==> src/rtl/ad_ip_jesd204_tpl_dac_upack.sv <==
// rtl/ad_ip_jesd204_tpl_dac_upack.sv - DAC DMA channel unpacker with padding strip and underflow tracking
module ad_ip_jesd204_tpl_dac_upack #(
  parameter int NUM_CHANNELS         = 4,
  parameter int SAMPLES_PER_CHANNEL  = 1,
  parameter int BITS_PER_SAMPLE      = 16,
  parameter int DMA_BITS_PER_SAMPLE  = 16,
  parameter int PADDING_TO_MSB_LSB_N = 0
) (
  input  logic                                                          clk,
  input  logic                                                          resetn,
  input  logic [NUM_CHANNELS-1:0]                                       enable,
  input  logic                                                          s_valid,
  output logic                                                          s_ready,
  input  logic [NUM_CHANNELS*SAMPLES_PER_CHANNEL*DMA_BITS_PER_SAMPLE-1:0] s_data,
  input  logic                                                          m_ready,
  output logic [NUM_CHANNELS*SAMPLES_PER_CHANNEL*BITS_PER_SAMPLE-1:0]   m_data,
  output logic                                                          dunf,
  output logic [15:0]                                                   dunf_count,
  output logic                                                          enable_error
);

  localparam int W     = NUM_CHANNELS * SAMPLES_PER_CHANNEL;
  localparam int IW    = W * DMA_BITS_PER_SAMPLE;
  localparam int OW    = W * BITS_PER_SAMPLE;
  localparam int CW    = $clog2(NUM_CHANNELS + 1);
  localparam int LOG_N = $clog2(NUM_CHANNELS);

  logic [NUM_CHANNELS-1:0] enable_q;
  logic [IW-1:0]           buf_data;
  logic                    buf_valid;
  logic [CW-1:0]           grp;

  logic [CW-1:0]           num_en;
  logic [CW-1:0]           rank [NUM_CHANNELS];
  logic [CW-1:0]           last_grp;
  logic [OW-1:0]           grp_data;
  logic                    en_change;
  logic                    consume;
  logic                    consume_last;
  logic                    accept;

  // A usable pattern enables a power-of-two number of channels (at least one).
  function automatic logic bad_pattern(input logic [NUM_CHANNELS-1:0] en);
    int n;
    n = 0;
    for (int c = 0; c < NUM_CHANNELS; c++) n += int'(en[c]);
    return (n == 0) || ((n & (n - 1)) != 0);
  endfunction

  // Count enabled channels and give each enabled channel its position among them.
  always_comb begin
    num_en = '0;
    for (int c = 0; c < NUM_CHANNELS; c++) begin
      rank[c] = num_en;
      num_en  = num_en + CW'(enable_q[c]);
    end
  end

  // Index of the last output group in a beat: NUM_CHANNELS / enabled - 1.
  always_comb begin
    last_grp = '0;
    for (int k = 0; k <= LOG_N; k++) begin
      if (int'(num_en) == (1 << k)) last_grp = CW'((NUM_CHANNELS >> k) - 1);
    end
  end

  // Gather the current group's samples onto their channel slots, stripping padding.
  always_comb begin
    int idx;
    idx      = 0;
    grp_data = '0;
    for (int c = 0; c < NUM_CHANNELS; c++) begin
      for (int s = 0; s < SAMPLES_PER_CHANNEL; s++) begin
        idx = int'(grp) * int'(num_en) * SAMPLES_PER_CHANNEL + s * int'(num_en) + int'(rank[c]);
        if (enable_q[c] && idx < W) begin
          if (PADDING_TO_MSB_LSB_N != 0)
            grp_data[(c*SAMPLES_PER_CHANNEL+s)*BITS_PER_SAMPLE +: BITS_PER_SAMPLE] =
              buf_data[idx*DMA_BITS_PER_SAMPLE +: BITS_PER_SAMPLE];
          else
            grp_data[(c*SAMPLES_PER_CHANNEL+s)*BITS_PER_SAMPLE +: BITS_PER_SAMPLE] =
              buf_data[idx*DMA_BITS_PER_SAMPLE + DMA_BITS_PER_SAMPLE - BITS_PER_SAMPLE +: BITS_PER_SAMPLE];
        end
      end
    end
  end

  assign en_change    = (enable != enable_q);
  assign consume      = m_ready && buf_valid;
  assign consume_last = consume && (grp == last_grp);
  assign s_ready      = !buf_valid || (m_ready && (grp == last_grp)) || enable_error;
  assign accept       = s_valid && s_ready && !enable_error;

  // Beat buffer, group pointer, enable tracking and request-side outputs.
  always_ff @(posedge clk or negedge resetn) begin
    if (!resetn) begin
      enable_q     <= '0;
      enable_error <= 1'b0;
      buf_data     <= '0;
      buf_valid    <= 1'b0;
      grp          <= '0;
      m_data       <= '0;
      dunf         <= 1'b0;
      dunf_count   <= '0;
    end else begin
      enable_q     <= enable;
      enable_error <= bad_pattern(enable);

      // A changed enable set invalidates the buffered beat's layout; error mode discards beats.
      if (en_change || enable_error) begin
        buf_valid <= 1'b0;
        grp       <= '0;
      end else begin
        if (consume) grp <= consume_last ? '0 : grp + CW'(1);
        if (accept) begin
          buf_data  <= s_data;
          buf_valid <= 1'b1;
        end else if (consume_last) begin
          buf_valid <= 1'b0;
        end
      end

      if (m_ready) begin
        m_data <= (consume && !enable_error) ? grp_data : '0;
        dunf   <= !buf_valid && !enable_error;
        if (!buf_valid && !enable_error && dunf_count != 16'hffff)
          dunf_count <= dunf_count + 16'd1;
      end else begin
        dunf <= 1'b0;
      end
    end
  end

endmodule

==> config.mk <==
export PLATFORM = sky130hd
export DESIGN_NAME = ad_ip_jesd204_tpl_dac_upack
export DESIGN_NICKNAME = d
export VERILOG_FILES = /design/src/rtl/ad_ip_jesd204_tpl_dac_upack.sv
export SDC_FILE = /design/constraint.sdc
export NUM_CORES = 1
export LEC_CHECK = 0
export ABC_AREA = 1
export CORE_ASPECT_RATIO = 1.5
export CORE_MARGIN = 10
export CORE_UTILIZATION = 45
export DETAILED_ROUTE_END_ITERATION = 8
export GPL_TIMING_DRIVEN = 0
export PLACE_DENSITY = 0.69
export SYNTH_ARGS = -nofsm -noshare
export SYNTH_HDL_FRONTEND = slang
export SYNTH_SLANG_ARGS = --single-unit
==> constraint.sdc <==
create_clock -name clk -period 8.79 [get_ports clk]
set_input_delay 1.3185 -clock clk [delete_from_list [all_inputs] [get_ports clk]]
set_output_delay 1.3185 -clock clk [all_outputs]
set_load 0.01 [all_outputs]
======== Yosys cells after proc, flatten, opt, wreduce, memory -nomap -nowiden ========
Cells that the tools add are included.
word-level totals
  register bits after elaboration ......... 154
  input bits .............................. 72
  output and inout port bits .............. 83
cells by class
  add/subtract/negate cells ............... 20
  multipliers ............................. 1
  $lt $le $gt $ge ......................... 4
  eq/ne operators ......................... 6
  shift operators ......................... 4
  multiplexer cells ....................... 15
  bitwise logic cells ..................... 2
  reduce and logical (&&, ||, !) cells .... 24
operators by type and width
  cell                     count
  $shiftx A64 B32 Y16      3
  $add A32 B6 Y32 const B  3
  $lt A32 B4 Y1 const B    3
  $sub A32 B6 Y32 const B  3
  $mux W16                 4
  $mux W64                 1
  $shiftx A64 B13 Y16      1
  $add A32 B2 Y32          1
  $add A32 B3 Y32          1
  $logic_not A32 Y1        1
  $reduce_bool A32 Y1      1
  $add A16 B1 Y16 const B  1
  $ne A16 B16 Y1 const B   1
  $mux W3                  5
  $sub A12 B5 Y13 const B  1
  $add A11 B5 Y12 const B  1
  $logic_and A1 B1 Y1      12
  $add A6 B3 Y7            1
  $lt A7 B3 Y1 const B     1
  $add A2 B1 Y3            2
  $eq A3 B3 Y1 const B     2
  $mul A3 B3 Y6            1
  $and A5 B5 Y5            1
  $sub A4 B1 Y5 const B    1
  other kinds (15)         24

======== Longest topological paths before layout ========
Gate-level depths: netlist of run 1.
  depth in word-level cells ............... 15
  depth in mapped cells ................... 19

======== Worst setup path before layout of run 1 ========
Ideal clock, no wire load.
  path kind ............................... register -> register
  start point ............................. register enable_q[0]
  end point ............................... register m_data[10]
  arrival ................................. 3.865 ns
  required time ........................... 8.695 ns
  path slack .............................. 4.830 ns
  stages on the path, launching flop included .. 17
  path buffers ............................ 1
  cells stage by stage .................... dfrtp_1 > fa_1 > ha_1 > inv_1 > fa_1 > nor2_1 > fa_1 > ha_1 > fa_1 > inv_1 > nand2_1 > nand2_1 > inv_2 > nor2_4 > nand3_2 > buf_2 > o31ai_1
on the way
  longest elaborated chain between the ends .. 9
ends and longest elaborated chain
  element                 line  RTL
  start, declared         28    logic [NUM_CHANNELS-1:0] enable_q;
  start signal, assigned  105   enable_q <= enable;
  $add A1 B1 Y2           55    num_en = num_en + CW'(enable_q[c]);
  $add A2 B1 Y3           55
  $add A3 B1 Y3           55
  $mul A3 B3 Y6           74    idx = int'(grp) * int'(num_en) * SAMPLES_PER_CHANNEL + s * int'(num_en) + int'(rank[c]);
  $add A32 B6 Y32         81    buf_data[idx*DMA_BITS_PER_SAMPLE + DMA_BITS_PER_SAMPLE - BITS_PER_SAMPLE +: BITS_PER_SAMPLE];
  $sub A32 B6 Y32         81
  $shiftx A64 B32 Y16     81
  $mux W16 *              75    if (enable_q[c] && idx < W) begin
  $mux W64 *              123   m_data <= (consume && !enable_error) ? grp_data : '0;
  end signal, assigned    123
  end, declared           16    output logic [NUM_CHANNELS*SAMPLES_PER_CHANNEL*BITS_PER_SAMPLE-1:0] m_data,
Every way passes the cells marked *; elsewhere a longest branch is shown, timed or not.
A chain may end at the register's enable or synchronous reset.

======== Final worst setup path of run 1 ========
  start point ............................. register enable_q[0]
  end point ............................... output port s_ready
on the way
  longest elaborated chain between the ends .. 11
ends and longest elaborated chain
  element                            line  RTL
  $add A1 B1 Y2 *                    55
  $add A2 B1 Y3 *                    55
  $add A3 B1 Y3 *                    55
  $eq A3 B2 Y1                       63    if (int'(num_en) == (1 << k)) last_grp = CW'((NUM_CHANNELS >> k) - 1);
  $mux W2                            63
  $mux W3                            63
  $mux W3 *                          63
  $eq A3 B3 Y1 *                     90    assign s_ready = !buf_valid || (m_ready && (grp == last_grp)) || enable_error;
  $logic_and A1 B1 Y1 *              90
  $logic_or A1 B1 Y1 * (2 in a row)  90
  end, declared                      13    output logic s_ready,
Marked as above.

==> tab_implementation.tex, run 1 <==
\begin{tabular}{lr}
\hline
Metric & Value \\
\hline
\multicolumn{2}{l}{\textbf{Die}} \\
Total number of placement rows & 65 \\
Core area & 20,900 µm² \\
Count of boundary I/O pins & 155 \\
Full die area & 27,510 µm² \\
Die Span Y & 198.2 µm \\
Initial Utilization & 45.57\% \\
Horizontal extent of the die & 138.8 µm \\
\multicolumn{2}{l}{\textbf{Timing}} \\
Clock Skew & 0.008609 ns \\
Final critical delay including setup and external delays & 5.049 ns \\
Maximum operating frequency & 198.1 MHz \\
Setup repair after global routing missed its margin & no \\
Sum of negative setup slack & 0 ns \\
Final worst path period share & 57.44\% \\
Final setup violating endpoints & 0 \\
Final hold violations & 0 \\
Total count of max-transition violations in the final report & 0 \\
Relative slew margins & 51.51\% \\
Worst Tran Pin Value & 0.7274 ns \\
\multicolumn{2}{l}{\textbf{Setup path}} \\
Worst path arrival time & 3.73 ns \\
Category of the worst setup path capture point & primary output \\
Critical Setup Path Class & reg2out \\
Worst-path maximum fanout & 10 \\
Setup slack on the worst flop-to-flop path & 3.80 ns \\
Startpoint class of the critical path & register \\
CP Data Required Time & 7.47 ns \\
\multicolumn{2}{l}{\textbf{Global routing}} \\
Wire length of the first global-routing pass & 53,120 µm \\
Global routing usage summed across all routing layers & 24.56\% \\
Pin count of the biggest net entering global routing & 81 \\
Number of global-route vias before repair & 9,394 \\
Initial antenna violation count & 0 \\
Total gr overflow & 0 \\
\multicolumn{2}{l}{\textbf{Yosys}} \\
Number of cells produced by synthesis & 1,266 \\
Synth Cell Area & 9525 µm² \\
Number of distinct library cells after synthesis & 32 \\
Yosys warning total & 0 \\
Post-synthesis net count & 1,364 \\
Area share of the leading cell type in the synthesized netlist & 40.46\% \\
Largest area contributor in the synthesized netlist & dfrtp\_1 \\
Synthesized flop and latch total & 154 \\
Area contributors post-synth & dfrtp\_1, nand2\_1, nand3\_1, a21oi\_1, nand3\_2 \\
Seq/Total Area, Yosys & 40.46\% \\
Average size of a mapped cell & 7.524 µm² \\
\multicolumn{2}{l}{\textbf{Placed design}} \\
Detail Placement HPWL & 26,460 µm \\
Cell area reported after detailed placement & 11,430 µm² \\
Buffers on Ports & 154 \\
Routability Congestion & 1.016 \\
\multicolumn{2}{l}{\textbf{Pwr}} \\
Total power & 2.426 mW \\
Power per unit of standard cell area & 202.2 nW/µm² \\
Maximum ir drop on the vdd rail & 0.0001410 V \\
Leakage power of the design & 5.716 nW \\
\multicolumn{2}{l}{\textbf{Clock network}} \\
CTS root buf & clkbuf\_16 \\
Clock H-tree levels & 4 \\
Clock transition at the registers of the reported paths & 0.07 ns \\
Clock Latency Late Sink & 0.45 ns \\
CTS resizes & 0 \\
Maximum clock path buffer count & 2 \\
Clock sinks & 154 \\
Number of buffers inserted by hold repair at cts & 0 \\
Post-CTS setup-driven buffer insertion count & 0 \\
TritonCTS clock tree & built \\
Total CTS buffers & 17 \\
\multicolumn{2}{l}{\textbf{Routing}} \\
TritonRoute pass-1 iters & 5 \\
DRC violation count after routing & 0 \\
Total via count after detailed routing & 9,439 \\
Number of nets with antenna violations after routing & 0 \\
Routed wire length & 34,030 µm \\
Drt wl/cell & 19.77 µm \\
Number of vias per cell & 5.485 \\
Number of DRC markers in iteration 0 & 733 \\
\multicolumn{2}{l}{\textbf{Outcome}} \\
Status & complete, no violations \\
\multicolumn{2}{l}{\textbf{Cells and area}} \\
Filler Cell Count & 2,038 \\
Non-Filler Cell Area, Final & 12,000 µm² \\
Number of diodes added for antenna fixing & 0 \\
Layout area overhead & 25.96\% \\
Fraction of layout cells with a size suffix above 1 & 9.566\% \\
Net count reported at finish & 1,538 \\
Final core area utilization & 57.40\% \\
\multicolumn{2}{l}{\textbf{Run}} \\
Max-capacitance violation count & 0 \\
\multicolumn{2}{l}{\textbf{Worst hold path}} \\
Hold WC Path Type & reg2reg \\
\hline
\end{tabular}
[routing by layer]
metal	track usage, %	vias up	routed length (µm)
met3	4.843	93	2083
li1	-	4508	-
met5	0	-	0
met2	42.78	369	17190
met4	12.71	0	1703
met1	27.87	4469	13050
[critical path, stage by stage, from the launching register on]
cell	delay, ns
dfrtp_1	0.45
fa_1	0.64
ha_1	0.16
inv_1	0.05
fa_1	0.60
nor2_1	0.08
nand2_1	0.08
nand2_1	0.06
nand2_1	0.05
nand2_1	0.09
o21bai_4	0.20
buf_2	0.25
clkdlybuf4s50_1	0.57
[sequential cells by signal (all words and copies together) (netlist names)]
signal and count:
dunf_count 16, grp 3, enable_error 1, enable_q 4, buf_valid 1, buf_data 64
m_data 64, dunf 1
[power breakdown]
part	leakage [nW]	switching [mW]	internal (mW)
Sequential	2.06	0.184	0.848
Clock	0.265	0.323	0.394
Combinational	3.39	0.439	0.238
Total	5.72	0.946	1.48
[kinds of logic after synthesis]
group	count (synthesis)	share of synthesized area [%]
flops	154	40.46
simple gates	653	32.17
mux	1	0.1051
compound gates	242	13.28
buf+inv	174	8.551
fa+ha+maj	26	3.967
xor+xnor	16	1.471
[layout make-up]
cell class | count | area, µm² | area share (%)
clock buffer | 17 | 425.4 | 3.546
timing repair buffer | 155 | 1570 | 13.09
inverter | 99 | 371.6 | 3.097
buffer | 75 | 442.9 | 3.692
sequential | 154 | 3854 | 32.12
clock inverter | 15 | 141.4 | 1.178
multi-input combinational | 938 | 4857 | 40.48
tap | 268 | 335.3 | 2.795
[cells in the final DEF (no fill, tap or decap), types with 4 or more instances in the layout]
master | netlist | final
o21ai_1 | 6 | 6
clkbuf_16 | 0 | 17
clkinvlp_4 | 0 | 5
buf_6 | 17 | 18
clkbuf_1 | 38 | 38
nand3_1 | 120 | 120
nand3b_1 | 11 | 11
clkdlybuf4s50_1 | 0 | 153
nand2_2 | 4 | 4
fa_1 | 7 | 7
inv_2 | 4 | 4
nor2_1 | 27 | 27
inv_6 | 0 | 5
ha_1 | 19 | 19
o21ai_0 | 101 | 101
dfrtp_1 | 154 | 154
nor3_1 | 6 | 6
xnor2_1 | 5 | 5
buf_2 | 15 | 15
o31ai_1 | 16 | 16
xor2_1 | 11 | 11
a21oi_1 | 118 | 118
nand2_1 | 416 | 416
inv_1 | 95 | 95
nand4_1 | 6 | 6
nand3_2 | 53 | 53
[cells in the mapped netlist (all sizes together)]
master  instances
nand2         420
nand3         173
dfrtp         154
a21oi         118
o21ai         107
inv            99
clkbuf         38
buf            37
nor2           33
ha             19
o31ai          16
nand3b         11
xor2           11
nor3            9
fa              7
nand4           6
xnor2           5
mux2i           1
o21bai          1
or2             1
[path summary, 6_finish.rpt]
check	to	start	cells past startpoint
min	buf_data[30]	buf_data[30]	2
max reg2reg	m_data[39]	enable_q[0]	16
max in group asynchronous	m_data[33]	resetn	2
min in group asynchronous	dunf_count[13]	resetn	1
max	s_ready	enable_q[0]	12
min reg2reg	buf_data[30]	buf_data[30]	2
[metrics by stage]
stage               cells  hold slack, ns  setup WS, ns
finish               1721          0.4722         3.741
floorplan            1266          0.4419         4.830
global route         1721          0.5009         3.526
CTS                  1721          0.4770         3.728
detailed placement   1689          0.4608         3.931
global placement     1688          0.4562        0.1078
(Power assumes the default switching activity.)
==> run 2: changes to the inputs <==
==> constraint.sdc (replaced) <==
create_clock -name clk -period 4.68 [get_ports clk]
set_input_delay 0.702 -clock clk [delete_from_list [all_inputs] [get_ports clk]]
set_output_delay 0.702 -clock clk [all_outputs]
set_load 0.01 [all_outputs]
==> run 2 against run 1 <==
Compared with the run above:
- register-to-register slack lost 3.5 ns
- flip-flop and latch count is the same
- worst hold slack lost 0.20 ns
- wire length is essentially flat
- sequential power grew 88%
- clock-buffer cell count is the same
- power grew 88%
- final cell count shrank 0.12%
- largest power group unchanged
==> tab_implementation.tex, run 2 (synthesized netlist as in run 1, its figures left out) <==
\begin{tabular}{lr}
\hline
Metric & Value \\
\hline
\multicolumn{2}{l}{\textbf{Outcome}} \\
Status & complete, no violations \\
\multicolumn{2}{l}{\textbf{Pwr}} \\
Sequential share of power & 42.5\% (about the same) \\
Share of total power in the clock network & 29.5\% (about the same) \\
Maximum ir drop on the vdd rail & 0.0002652 V (+88\%) \\
Power per unit of standard cell area & 378.8 nW/µm² (+87\%) \\
Leakage power of the design & 5.720 nW (about the same) \\
P\_sw & 1.775 mW (+88\%) \\
Internal power & 2.781 mW (+88\%) \\
Share of total power consumed by net switching & 38.95\% (-0.061 points) \\
Comb power frac & 27.9\% (about the same) \\
\multicolumn{2}{l}{\textbf{Clock network}} \\
Total CTS buffers & 17 (unchanged) \\
Clock transition at the registers of the reported paths & 0.07 ns (about the same) \\
Clock H-tree levels & 4 (unchanged) \\
TritonCTS clock tree & built \\
Maximum clock path buffer count & 2 (unchanged) \\
Clock Latency Late Sink & 0.44 ns (about the same) \\
Clock sinks & 154 (unchanged) \\
CTS root buf & clkbuf\_16 \\
\multicolumn{2}{l}{\textbf{Timing}} \\
Final worst path period share & 94.45\% \\
Maximum operating frequency & 226.2 MHz \\
Clock Skew & 0.007734 ns (-0.0008750 ns) \\
Relative slew margins & 51.69\% (+0.18 points) \\
Worst Tran Pin Value & 0.7247 ns (-0.002735 ns) \\
Setup repair after global routing missed its margin & no \\
Final critical delay including setup and external delays & 4.420 ns \\
Setup slack after layout & 0.2598 ns (-3.481 ns) \\
Final setup violating endpoints & 0 (unchanged) \\
Total count of max-transition violations in the final report & 0 (unchanged) \\
Worst hold-check slack & 0.2721 ns (-0.2001 ns) \\
Final hold violations & 0 (unchanged) \\
\multicolumn{2}{l}{\textbf{Placed design}} \\
Detail Placement HPWL & 26,460 µm (unchanged) \\
Routability Congestion & 1.016 (unchanged) \\
Placed cell count & 1,689 (unchanged) \\
Post-placement setup slack & -0.1791 ns (-4.110 ns) \\
Buffers on Ports & 154 (unchanged) \\
Cell area reported after detailed placement & 11,430 µm² (unchanged) \\
\multicolumn{2}{l}{\textbf{Worst hold path}} \\
Hold WC Path Type & in2async \\
\multicolumn{2}{l}{\textbf{Setup path}} \\
Critical path buffers and inverters & 3 (unchanged) \\
Worst path slowest cell & fa\_1 \\
Worst-path maximum fanout & 14 (+4) \\
Crit-path max cell delay & 0.65 ns (about the same) \\
Critical Setup Path Class & reg2reg \\
CP Data Required Time & 5.02 ns (-2.45 ns) \\
Worst path arrival time & 4.76 ns (+1.03 ns) \\
Critical path's top delay family & adder cells \\
Category of the worst setup path capture point & register \\
CP Cell Sequence & fa\_2 > ha\_1 > inv\_1 > fa\_1 > nor2\_1 > ha\_2 > fa\_1 > inv\_1 > clkbuf\_2 > a21oi\_1 > o21ai\_0 > nand2\_1 > nand3\_1 > nand2\_1 \\
Startpoint class of the critical path & register \\
\multicolumn{2}{l}{\textbf{Cells and area}} \\
Non-Filler Cell Area, Final & 12,030 µm² (+0.24\%) \\
Filler Cell Count & 2,039 (+0.049\%) \\
Filler-free cell count of the finished design & 1,719 (-0.12\%) \\
Net count reported at finish & 1,536 (-0.13\%) \\
Leading cell type in the layout, fill and taps excluded & nand2\_1 \\
Layout area overhead & 26.26\% \\
Highest-count cells in the layout ignoring fill and taps & nand2\_1, dfrtp\_1, clkdlybuf4s50\_1 \\
Number of diodes added for antenna fixing & 0 (unchanged) \\
Final core area utilization & 57.54\% (+0.14 points) \\
Fraction of layout cells with a size suffix above 1 & 10.27\% (+0.70 points) \\
Largest registers in the final layout & buf\_data: 64 flops, m\_data: 64 flops, dunf\_count: 16 flops \\
\multicolumn{2}{l}{\textbf{Global routing}} \\
Initial antenna violation count & 0 (unchanged) \\
Pin count of the biggest net entering global routing & 81 (unchanged) \\
Number of global-route vias before repair & 9,381 (-0.14\%) \\
Total gr overflow & 0 (unchanged) \\
Global routing usage summed across all routing layers & 24.54\% (about the same) \\
Wire length of the first global-routing pass & 53,050 µm (-0.13\%) \\
\multicolumn{2}{l}{\textbf{Run}} \\
Max-capacitance violation count & 0 (unchanged) \\
\multicolumn{2}{l}{\textbf{Die}} \\
Total number of placement rows & 65 (unchanged) \\
Horizontal extent of the die & 138.8 µm (unchanged) \\
Die Span Y & 198.2 µm (unchanged) \\
Count of boundary I/O pins & 155 (unchanged) \\
Initial Utilization & 45.57\% (unchanged) \\
Full die area & 27,510 µm² (unchanged) \\
Core area & 20,900 µm² (unchanged) \\
\multicolumn{2}{l}{\textbf{Routing}} \\
Drt wl/cell & 19.80 µm (+0.13\%) \\
Number of nets with antenna violations after routing & 0 (unchanged) \\
Total via count after detailed routing & 9,438 (-0.011\%) \\
Number of DRC markers in iteration 0 & 770 (+5.0\%) \\
TritonRoute pass-1 iters & 7 (+2) \\
Number of vias per cell & 5.490 (+0.11\%) \\
DRC violation count after routing & 0 (unchanged) \\
Routed wire length & 34,030 µm (about the same) \\
\hline
\end{tabular}
## run 2: cell count changes in the layout (fill, tap and decap cells not counted), sizes merged
| cell | previous run | this run |
|---|---|---|
| clkbuf | 55 | 50 |
| clkinvlp | 5 | 6 |
| inv | 105 | 104 |
| buf | 39 | 42 |
## run 2: final timing paths
check / from / endpoint / slack [ns] / cells after the start
max in group asynchronous: resetn / m_data[33] / 3.56 / 2
worst max-delay path: enable_q[0] / m_data[41] / 0.26 / 14
worst max register to register: enable_q[0] / m_data[41] / 0.26 / 14
worst min register to register: buf_data[55] / buf_data[55] / 0.47 / 2
min in group clk: buf_data[55] / buf_data[55] / 0.47 / 2
worst min-delay path: resetn / dunf_count[13] / 0.27 / 1
## run 2: power by group through the flow
stage                     registers (mW)  clock network, mW  logic (mW)
after global routing                1.96               1.42        1.43
final                               1.94               1.35        1.27
after global placement              1.94                  0        1.23
after detailed placement            1.94                  0        1.25
after CTS                           1.92               1.37        1.26
after floorplan                     1.81                  0       0.754
## run 2: area by class of cell
class                   instances  area, µm²  area share (%)
plain buffers                  70      427.9           3.558
clock buffers                  17      425.4           3.537
clock inverters                15      141.4           1.176
inverters                      99      375.4           3.121
multi-input cells             938       4875           40.53
flip-flops and latches        154       3854           32.04
well taps                     268      335.3           2.788
repair buffers                158       1593           13.24
## run 2: through the flow
step                power, mW  setup TNS (ns)
detailed placement      3.192          -1.930
CTS                     4.549               0
global route            4.804               0
global placement        3.170         -520.50
finish                  4.556               0
floorplan               2.559               0
## run 2: metal layers
| metal | vias up | GRT usage, % | wire, µm |
|---|---|---|---|
| met5 | - | 0 | 0 |
| met4 | 0 | 12.55 | 1569 |
| met3 | 84 | 4.651 | 1951 |
| met2 | 375 | 42.77 | 17360 |
| met1 | 4469 | 28.00 | 13150 |
| li1 | 4510 | - | - |
## run 2: repair_timing
item | CTS | global route
hold buffers | 0 | 0
resized for setup | 1 | 12
setup buffers | 0 | 3
endpoints found under the setup margin | 20 | 44
pin swaps | 0 | 2
hold endpoints to repair | 0 | 0
